File: src/rtl/accel_seq_ctrl.sv
// accel_seq_ctrl: MMIO-driven start/wait sequencer for an accelerator.
// Optional watchdog compiled in with ACCEL_SEQ_TIMEOUT_EN.
module accel_seq_ctrl #(
  parameter int unsigned TIMEOUT_CYCLES = 1024,
  parameter int unsigned CNT_W          = 16
) (
  input  logic             clk_i,
  input  logic             rst_ni,
  input  logic             cmd_start_i,
  input  logic             clear_i,
  input  logic             irq_en_i,
  output logic             accel_start_o,
  input  logic             accel_done_i,
  input  logic             accel_match_i,
  output logic             busy_o,
  output logic             done_o,
  output logic             match_o,
  output logic             timeout_o,
  output logic             overrun_o,
  output logic             irq_o,
  output logic [CNT_W-1:0] job_cnt_o,
  output logic [CNT_W-1:0] match_cnt_o
);

  typedef enum logic [1:0] {
    IDLE  = 2'd0,
    START = 2'd1,
    WAIT  = 2'd2
  } state_e;

  state_e state_q, state_d;

  logic prev_q;
  logic arm_q;
  logic start_edge;
  logic busy;
  logic fin;
  logic to_hit;

  logic done_q, match_q, ovr_q, tmo_q;
  logic [CNT_W-1:0] job_q, mcnt_q;

  // arm_q blocks a level already high at reset release from
  // looking like a fresh request
  assign start_edge = arm_q & cmd_start_i & ~prev_q;
  assign busy       = (state_q != IDLE);
  assign fin        = (state_q == WAIT) & accel_done_i;

  // Edge-detect history and post-reset arming
  always_ff @(posedge clk_i or negedge rst_ni) begin
    if (!rst_ni) begin
      prev_q <= 1'b0;
      arm_q  <= 1'b0;
    end else begin
      prev_q <= cmd_start_i;
      if (!cmd_start_i) arm_q <= 1'b1;
    end
  end

`ifdef ACCEL_SEQ_TIMEOUT_EN
  localparam int unsigned TW = $clog2(TIMEOUT_CYCLES + 1);

  logic [TW-1:0] wcnt_q;

  // Cycles spent in WAIT; held at zero elsewhere
  always_ff @(posedge clk_i or negedge rst_ni) begin
    if (!rst_ni) begin
      wcnt_q <= '0;
    end else if (state_q != WAIT) begin
      wcnt_q <= '0;
    end else begin
      wcnt_q <= wcnt_q + TW'(1);
    end
  end

  // Done on the last allowed cycle takes priority
  assign to_hit = (state_q == WAIT) & ~accel_done_i &
                  (wcnt_q == TW'(TIMEOUT_CYCLES - 1));

  // Sticky timeout flag, set beats clear
  always_ff @(posedge clk_i or negedge rst_ni) begin
    if (!rst_ni) begin
      tmo_q <= 1'b0;
    end else begin
      if (clear_i) tmo_q <= 1'b0;
      if (to_hit)  tmo_q <= 1'b1;
    end
  end
`else
  assign to_hit = 1'b0;
  assign tmo_q  = 1'b0;
`endif

  // State register
  always_ff @(posedge clk_i or negedge rst_ni) begin
    if (!rst_ni) begin
      state_q <= IDLE;
    end else begin
      state_q <= state_d;
    end
  end

  // Next-state logic
  always_comb begin
    state_d = state_q;
    unique case (state_q)
      IDLE:    if (start_edge) state_d = START;
      START:   state_d = WAIT;
      WAIT:    if (accel_done_i | to_hit) state_d = IDLE;
      default: state_d = IDLE;
    endcase
  end

  // Sticky status flags; a set in the same cycle beats clear
  always_ff @(posedge clk_i or negedge rst_ni) begin
    if (!rst_ni) begin
      done_q  <= 1'b0;
      match_q <= 1'b0;
      ovr_q   <= 1'b0;
    end else begin
      if (clear_i) begin
        done_q  <= 1'b0;
        match_q <= 1'b0;
        ovr_q   <= 1'b0;
      end
      if (fin) begin
        done_q  <= 1'b1;
        match_q <= accel_match_i;
      end
      if (start_edge & busy) ovr_q <= 1'b1;
    end
  end

  // Saturating completion counters
  always_ff @(posedge clk_i or negedge rst_ni) begin
    if (!rst_ni) begin
      job_q  <= '0;
      mcnt_q <= '0;
    end else if (fin) begin
      if (job_q != '1) job_q <= job_q + CNT_W'(1);
      if (accel_match_i && mcnt_q != '1)
        mcnt_q <= mcnt_q + CNT_W'(1);
    end
  end

  assign accel_start_o = (state_q == START);
  assign busy_o        = busy;
  assign done_o        = done_q;
  assign match_o       = match_q;
  assign timeout_o     = tmo_q;
  assign overrun_o     = ovr_q;
  assign irq_o         = irq_en_i & (done_q | tmo_q);
  assign job_cnt_o     = job_q;
  assign match_cnt_o   = mcnt_q;

endmodule
File: config.mk
export PLATFORM = sky130hd
export DESIGN_NAME = accel_seq_ctrl
export DESIGN_NICKNAME = d
export VERILOG_FILES = /design/src/rtl/accel_seq_ctrl.sv
export SDC_FILE = /design/constraint.sdc
export NUM_CORES = 1
export LEC_CHECK = 0
export CAP_MARGIN = 10
export CORE_ASPECT_RATIO = 0.8
export CORE_MARGIN = 2
export CORE_UTILIZATION = 50
export DETAILED_ROUTE_END_ITERATION = 12
export GPL_TIMING_DRIVEN = 0
export PLACE_DENSITY = 0.8
export SLEW_MARGIN = 25
export SYNTH_ARGS = -nofsm -noshare
export SYNTH_HDL_FRONTEND = slang
export SYNTH_SLANG_ARGS = --single-unit
File: constraint.sdc
create_clock -name clk_i -period 4.64 [get_ports clk_i]
set_input_delay 0.928 -clock clk_i [delete_from_list [all_inputs] [get_ports clk_i]]
set_output_delay 0.928 -clock clk_i [all_outputs]
set_load 0.01 [all_outputs]
Word-level counts from Yosys, hierarchy flattened --
Cells that the tools add are included.
Word-level totals: flip-flop bits (word level) 39, input bits 7, logic and storage cells 37
Cells by class: $add $sub $neg 2, eq/ne operators 6, mux-type cells 7, bitwise logic cells 6, reductions and logical operators 8
Operator list (count):
- $add A16 B1 Y16 const B | 2
- $ne A16 B16 Y1 const B | 2
- $pmux W2 S3 | 1
- $reduce_and A2 Y1 | 3
- $reduce_bool A2 Y1 | 3
- $and A1 B1 Y1 | 5
- $mux W1 | 4
- $mux W2 | 2
- $ne A2 B2 Y1 const B | 2
- $eq A2 B1 Y1 const B | 1
- $eq A2 B2 Y1 const B | 1
- $logic_not A2 Y1 | 1
- $logic_and A1 B1 Y1 | 1
- $not A1 Y1 | 1

Logic depth before layout (Yosys ltp) --
word-level depth 4, gate-level depth with buffers 5

Worst setup path after synthesis --
OpenSTA, ideal clock, no wires.
path type input-to-output, from input port irq_en_i, to output port irq_o, arrival 1093 ps, required time 3712 ps, path slack 2619 ps, cell stages on the path 1, cell sequence and2_1
Between the ends: word-level cells in the longest chain between the ends 1
Ends and longest elaborated chain:
- start, declared | line 11 | input logic irq_en_i,
- $and A1 B1 Y1 | line 152 | assign irq_o = irq_en_i & (done_q | tmo_q);
- end, declared | line 20 | output logic irq_o,
Every way passes these cells.

Final worst setup path --
Ends and elaborated chain as after synthesis.

==> flow_summary.yaml <==
outcome:
  outcome: "complete, no violations"
layout:
  drive_above_1_share_pct: 11.0
  seq_area_um2: 976
  area_growth_syn_to_layout_pct: 32.1
  antenna_cells: 0
  layout.cells.most_common: "clkdlybuf4s50_1"
  total_number_of_nets_in_the_final_design: 228
  most_frequent_cells_in_the_layout: "43 x clkdlybuf4s50_1, 39 x dfrtp_1, 15 x nand3_1, 13 x xor2_1, 11 x xnor2_1"
  fillers: 270
  area_of_the_multi_input_gates_um2: 903
timing:
  post-route-period-util_pct: 63.5
  max_clock_freq_mhz: 339
  report.final.slew_viol_count: 0
  setup_viol: 0
  finalHoldViolCount: 0
  clock_skew_ps: 8.88
  setup-tns-final_ps: 0
  post_layout_minimum_cycle_time_ps: 2950
  grt_setup_unrepaired: "no"
cts:
  ctsHtreeMaxLevel: 2
  cts-buffers-inserted: 5
  cts_hold_repair.buffers: 0
  worst_setup_hold_path_clk_slew_ps: 70
  clockRootBuffer: "clkbuf_8"
  number_of_buffers_on_the_longest_clock_path: 2
  clkSinkCount: 39
  ctsResizeCount: 0
  post-cts-setup-buffers: 0
  worst_skew_pair.late_latency_ps: 290
  tritoncts: "done"
worst_setup_path:
  worstPathCellList: "clkdlybuf4s50_1, and2_1, clkdlybuf4s50_1"
  crit_path_max_incr_delay_ps: 530
  rrSetupSlack_ps: 2780
  critical_path_class: "input pin to output pin"
  worstReg2RegStart: "match_cnt_o[0]"
  critical-path-top-cell-by-count: "clkdlybuf4s50_1"
  critical_path_arrival_ps: 2020
  worst_r2r_endpoint: "match_cnt_o[1]"
  crit_buf_inv: 2
  worstSetupEndpointType: "output pin"
  cpLargestDelayFamily: "buffers and inverters"
  timing.reg2reg.worst_path_depth: 5
  critPathSlowestCell: "clkdlybuf4s50_1"
  startpoint_kind_of_the_worst_setup_timing_path: "input pin"
  timing.critical_path.required_ps: 3710
  cp_max_fo: 1
floorplanning:
  core_area_mm2: 0.00373
  design.portCount: 46
  die_height_um: 59.3
  initial_core_util_pct: 51.2
  std_cell_rows: 20
  die_area_mm2: 0.00433
  dieWidth_um: 73.1
synthesis:
  synth.largest_area_cell: "dfrtp_1"
  yosysWarnings: 0
  postSynthCellCount: 167
  synth_edf_count: 0
  asyncSetResetFlopFracSynth_pct: 100
  cell_area_after_synthesis_mm2: 0.00191
  synthesis_stage_register_bit_count: 39
  synth-seq-area-share_pct: 51.1
  synthesis.area_per_instance_um2: 11.4
  postSynthNetCount: 176
  synth.top_cell.area_share_pct: 51.1
  yosys_most_used_dff: "dfrtp_1"
  synth.distinct_cells: 40
  synth_area_leaders: "dfrtp_1 51%, xor2_1 6.0%, xnor2_1 5.0%"
min_path:
  holdCritPathClass: "flop to flop"
  min_delay_worst_endpoint: "arm_q"
  worstHoldStart: "arm_q"
  whs_path_depth: 1
placed_design:
  gp_congestion: 0.926
  port_buffers: 44
  dp_hpwl_um: 2810
pwr:
  p_switching_uw: 242
  internal_power_uw: 634
  power-per-cell-area_mw_per_mm2: 347
  leakage_uw: 0.00112
  p_total_uw: 876
  power.combinational.fraction_pct: 20.6
  switching_share_pct: 27.6
  power.ir.vdd_worst_v: 0.000314
  power_frac_seq_pct: 48.3
  clock_power_share_pct: 31.1
drt:
  route.detailed.vias_per_inst: 5.72
  drtPass1Iterations: 4
  route.antenna.remaining_nets: 0
  via_count: 1504
  drc: 0
  routed_wire_length_per_instance_um: 14.9
  initialDrtViolationCount: 78
  wire_length_reported_by_the_detailed_router_um: 3920
flow_run:
  drv_cap: 0
global_routing:
  number_of_antenna_violations_at_the_first_check_in_global_routing: 0
  grt_first_pass_wirelength_um: 6360
  groute.usage.overall_pct: 19.3
  grt_pass1_vias: 1401
  grt_overflow: 0
  grt_start_max_net_pins: 31
-- cell usage after synthesis (all sizes together), types with 3 or more instances --
master	count
a31oi	4
or2	3
nand2	9
dfrtp	39
inv	3
nand4	9
o21ai	4
nor4	6
xor2	13
nand3	16
nor3	8
xnor2	11
and4	4
nor2	6
and3	4
mux2	5
-- logic make-up after synthesis --
| kind of cell | share of synthesized area, % |
|---|---|
| compound gates | 3.60 |
| xor+xnor | 11.0 |
| fa+ha+maj | 1.31 |
| buf+inv | 1.57 |
| flops | 51.1 |
| mux | 3.15 |
| other cells | 0.196 |
| simple gates | 28.0 |
-- worst register-to-register path, stage by stage (launching register included) --
cell and delay [ps]:
dfrtp_1 420, ha_1 320, nand3_2 170, nor4_4 430
nor2_2 110, mux2_4 310
-- power groups by stage --
stage	sequential (uW)	clock, uW	combinational (uW)
after floorplan	435	0	67.0
after global placement	424	0	173
after detailed placement	428	0	181
after CTS	423	277	183
after global routing	430	290	194
final	423	273	180
-- registers in the layout (all words and copies together), names as in the netlist --
| signal | cells |
|---|---|
| job_cnt_o | 16 |
| match_o | 1 |
| overrun_o | 1 |
| arm_q | 1 |
| state_q | 2 |
| done_o | 1 |
| match_cnt_o | 16 |
| prev_q | 1 |
-- layout make-up --
type | count | share of cell area (%)
clock inverters | 1 | 1.19
clock buffers | 6 | 2.88
flip-flops and latches | 39 | 38.7
repair buffers | 45 | 18.1
inverters | 3 | 0.446
well taps | 44 | 2.18
multi-input cells | 123 | 35.8
plain buffers | 2 | 0.744
-- worst max-delay path by stage --
stage / start / end / slack [ps] / depth (start not counted)
after floorplan: irq_en_i / irq_o / 2620 / 1
after global placement: irq_en_i / irq_o / 1700 / 3
after detailed placement: irq_en_i / irq_o / 1690 / 3
after CTS: irq_en_i / irq_o / 1690 / 3
after global routing: irq_en_i / irq_o / 1620 / 3
final: irq_en_i / irq_o / 1690 / 3
-- per-stage QoR --
stage / cell area, um^2 / setup slack (ps) / util, % / cells / hold slack (ps)
finish: 2520 / 1690 / 67.7 / 263 / 474
global route: 2520 / 1620 / 67.7 / 263 / 488
CTS: 2520 / 1690 / 67.7 / 263 / 474
detailed placement: 2420 / 1690 / 64.9 / 256 / 457
global placement: 2400 / 1700 / 64.5 / 255 / 450
floorplan: 1910 / 2620 / - / 167 / 435
-- routing by layer --
metal  global-route usage (%)  up-vias  share of wire (%)
li1                         -      712                  -
met1                     24.4      736                 47
met2                     32.6       48                 47
met3                     4.25        8                4.6
met4                     7.67        0                1.4
met5                        0        -                  0
Power figures use the tool's default switching activity.
==> RTL change (config.mk and constraints unchanged) <==
The parameter `CNT_W` goes from 16 to 20.
--- a/src/rtl/accel_seq_ctrl.sv
+++ b/src/rtl/accel_seq_ctrl.sv
@@ -2,7 +2,7 @@
 // Optional watchdog compiled in with ACCEL_SEQ_TIMEOUT_EN.
 module accel_seq_ctrl #(
   parameter int unsigned TIMEOUT_CYCLES = 1024,
-  parameter int unsigned CNT_W          = 16
+  parameter int unsigned CNT_W          = 20
 ) (
   input  logic             clk_i,
   input  logic             rst_ni,
Interface: changed (resized job_cnt_o and match_cnt_o); port bits go from 46 to 54. No check against the original RTL was run, so the function may have changed too.
==> RTL change against the original RTL <==
Global-route usage rose by 2.1 points; worst setup slack gained 0.014 ns; wire length increased by 33%; sequential cell count is 8 higher; non-clock buffer count up 12; count of clock-buffer cells in the layout is 1 higher; synthesized area is 29% higher; sequential power is 17% higher; sequential share of layout area shrank 1.3 points; total power up 3.5%; first-iteration DRC count is 40% higher; design area rose by 25%; die area grew 27%.
==> RTL change: results (changes against the original RTL) <==
| Metric | Value |
|---|---|
| Status | `completed (unchanged)` |
| PortBufs | `52 (was 44)` |
| Worst slack, placed | `1.694 ns (was 1.695 ns)` |
| DP HPWL | `3797 um (was 2813 um)` |
| Power Internal | `646.0 uW (was 634.5 uW)` |
| DP Area | `3065 um^2 (was 2420 um^2)` |
| Fillers | `378 (was 270)` |
| Clock transition at the registers of the reported paths | `0.08 ns` |
| Async SR Flop Fraction | `100.0% (unchanged)` |
| Largest net degree at the start of global routing | `31 (unchanged)` |
| First-pass GRT wire length | `8935 um (was 6361 um)` |
| DR pass1 iterations | `4 (unchanged)` |
| Wire length per cell | `15.45 um (was 14.92 um)` |
| Combinational share of power | `19.1% (was 20.6%)` |
| TritonCTS buffer count | `5 (unchanged)` |
| Critical path's slowest cell | `clkdlybuf4s50_1 (unchanged)` |
| Detailed-route vias per instance | `5.602 (was 5.719)` |
| Net Count, Synth | `225 (was 176)` |
| Sequential cell area fraction in the yosys report | `47.91% (was 51.11%)` |
| Clk_skew | `0.004783 ns (was 0.008881 ns)` |
| Synth area leaders | `dfrtp_1 48%, xor2_1 9.3%, nor4_2 4.1% (was dfrtp_1 51%, xor2_1 6.0%, xnor2_1 5.0%)` |
| CP top delay family | `buffers and inverters (unchanged)` |
| LEAKAGE | `0.001429 uW (was 0.001120 uW)` |
| Netlist cell types | `51 (was 40)` |
| Peak supply drop | `0.3358 mV (was 0.3141 mV)` |
| CP arrival | `about 2.0 ns` |
| Nets | `285 (was 228)` |
| Gpl congestion | `0.7928 (was 0.9264)` |
| Layout cells sized above 1 | `13.72% (was 10.96%)` |
| Min-delay worst type | `register to register (unchanged)` |
| Worst-margin pin slew | `between 0.5 and 0.6 ns` |
| Top post-synthesis cells by count | `47 x dfrtp_1, 26 x xor2_1, 14 x nand2_1, 11 x nand4_1 (was 39 x dfrtp_1, 15 x nand3_1, 13 x xor2_1, 11 x xnor2_1, 9 x nand2_1)` |
| Total track usage | `21.44% (was 19.35%)` |
| Worst skew pair latency | `0.29 ns (about the same)` |
| DR iter-0 viols | `109 (was 78)` |
| P_seq | `497 uW (was 423 uW)` |
| Number of global-route vias before repair | `1858 (was 1401)` |
## RTL change: cell families (layout without fill, tap and decap cells)
logic type | after synthesis | in the layout | synth area share (%)
xor+xnor | 34 | 34 | 12.13
fa+ha+maj | 2 | 2 | 1.019
simple gates | 95 | 95 | 28.59
buf+inv | 11 | 72 | 2.701
compound gates | 24 | 24 | 6.575
mux | 2 | 2 | 0.9174
other cells | 1 | 1 | 0.1528
flops | 47 | 47 | 47.91
## RTL change: worst paths after layout
path | startpoint | endpoint | slack [ns] | cells after the start
max | irq_en_i | irq_o | 1.71 | 3
min | arm_q | arm_q | 0.49 | 1
max reg2reg | job_cnt_o[1] | job_cnt_o[5] | 2.67 | 6
min reg2reg | arm_q | arm_q | 0.49 | 1
max in group asynchronous | rst_ni | job_cnt_o[11] | 3.59 | 2
min in group asynchronous | rst_ni | overrun_o | 0.55 | 1
## RTL change: metal layers
layer	vias to the layer above	GRT usage [%]	wire length, um
met2	45	30.75	2358
met5	-	0	0
met1	934	31.89	2613
met3	4	5.014	193
met4	0	6.458	42
li1	905	-	-
## RTL change: stage by stage
| step | total power [uW] | util (%) | std cells |
|---|---|---|---|
| floorplan | 566.5 | - | 216 |
| global placement | 668.2 | 65.57 | 328 |
| detailed placement | 676.7 | 65.90 | 329 |
| CTS | 913.4 | 67.64 | 337 |
| global route | 959.8 | 67.64 | 337 |
| finish | 907.4 | 67.64 | 337 |
## RTL change: cell type report
type / instances / share of cell area, %
clock inverters: 1 / 0.1590
flip-flops and latches: 47 / 37.38
multi-input cells: 158 / 38.53
well taps: 60 / 2.386
inverters: 5 / 0.5964
clock buffers: 7 / 2.425
repair buffers: 53 / 17.02
plain buffers: 6 / 1.511
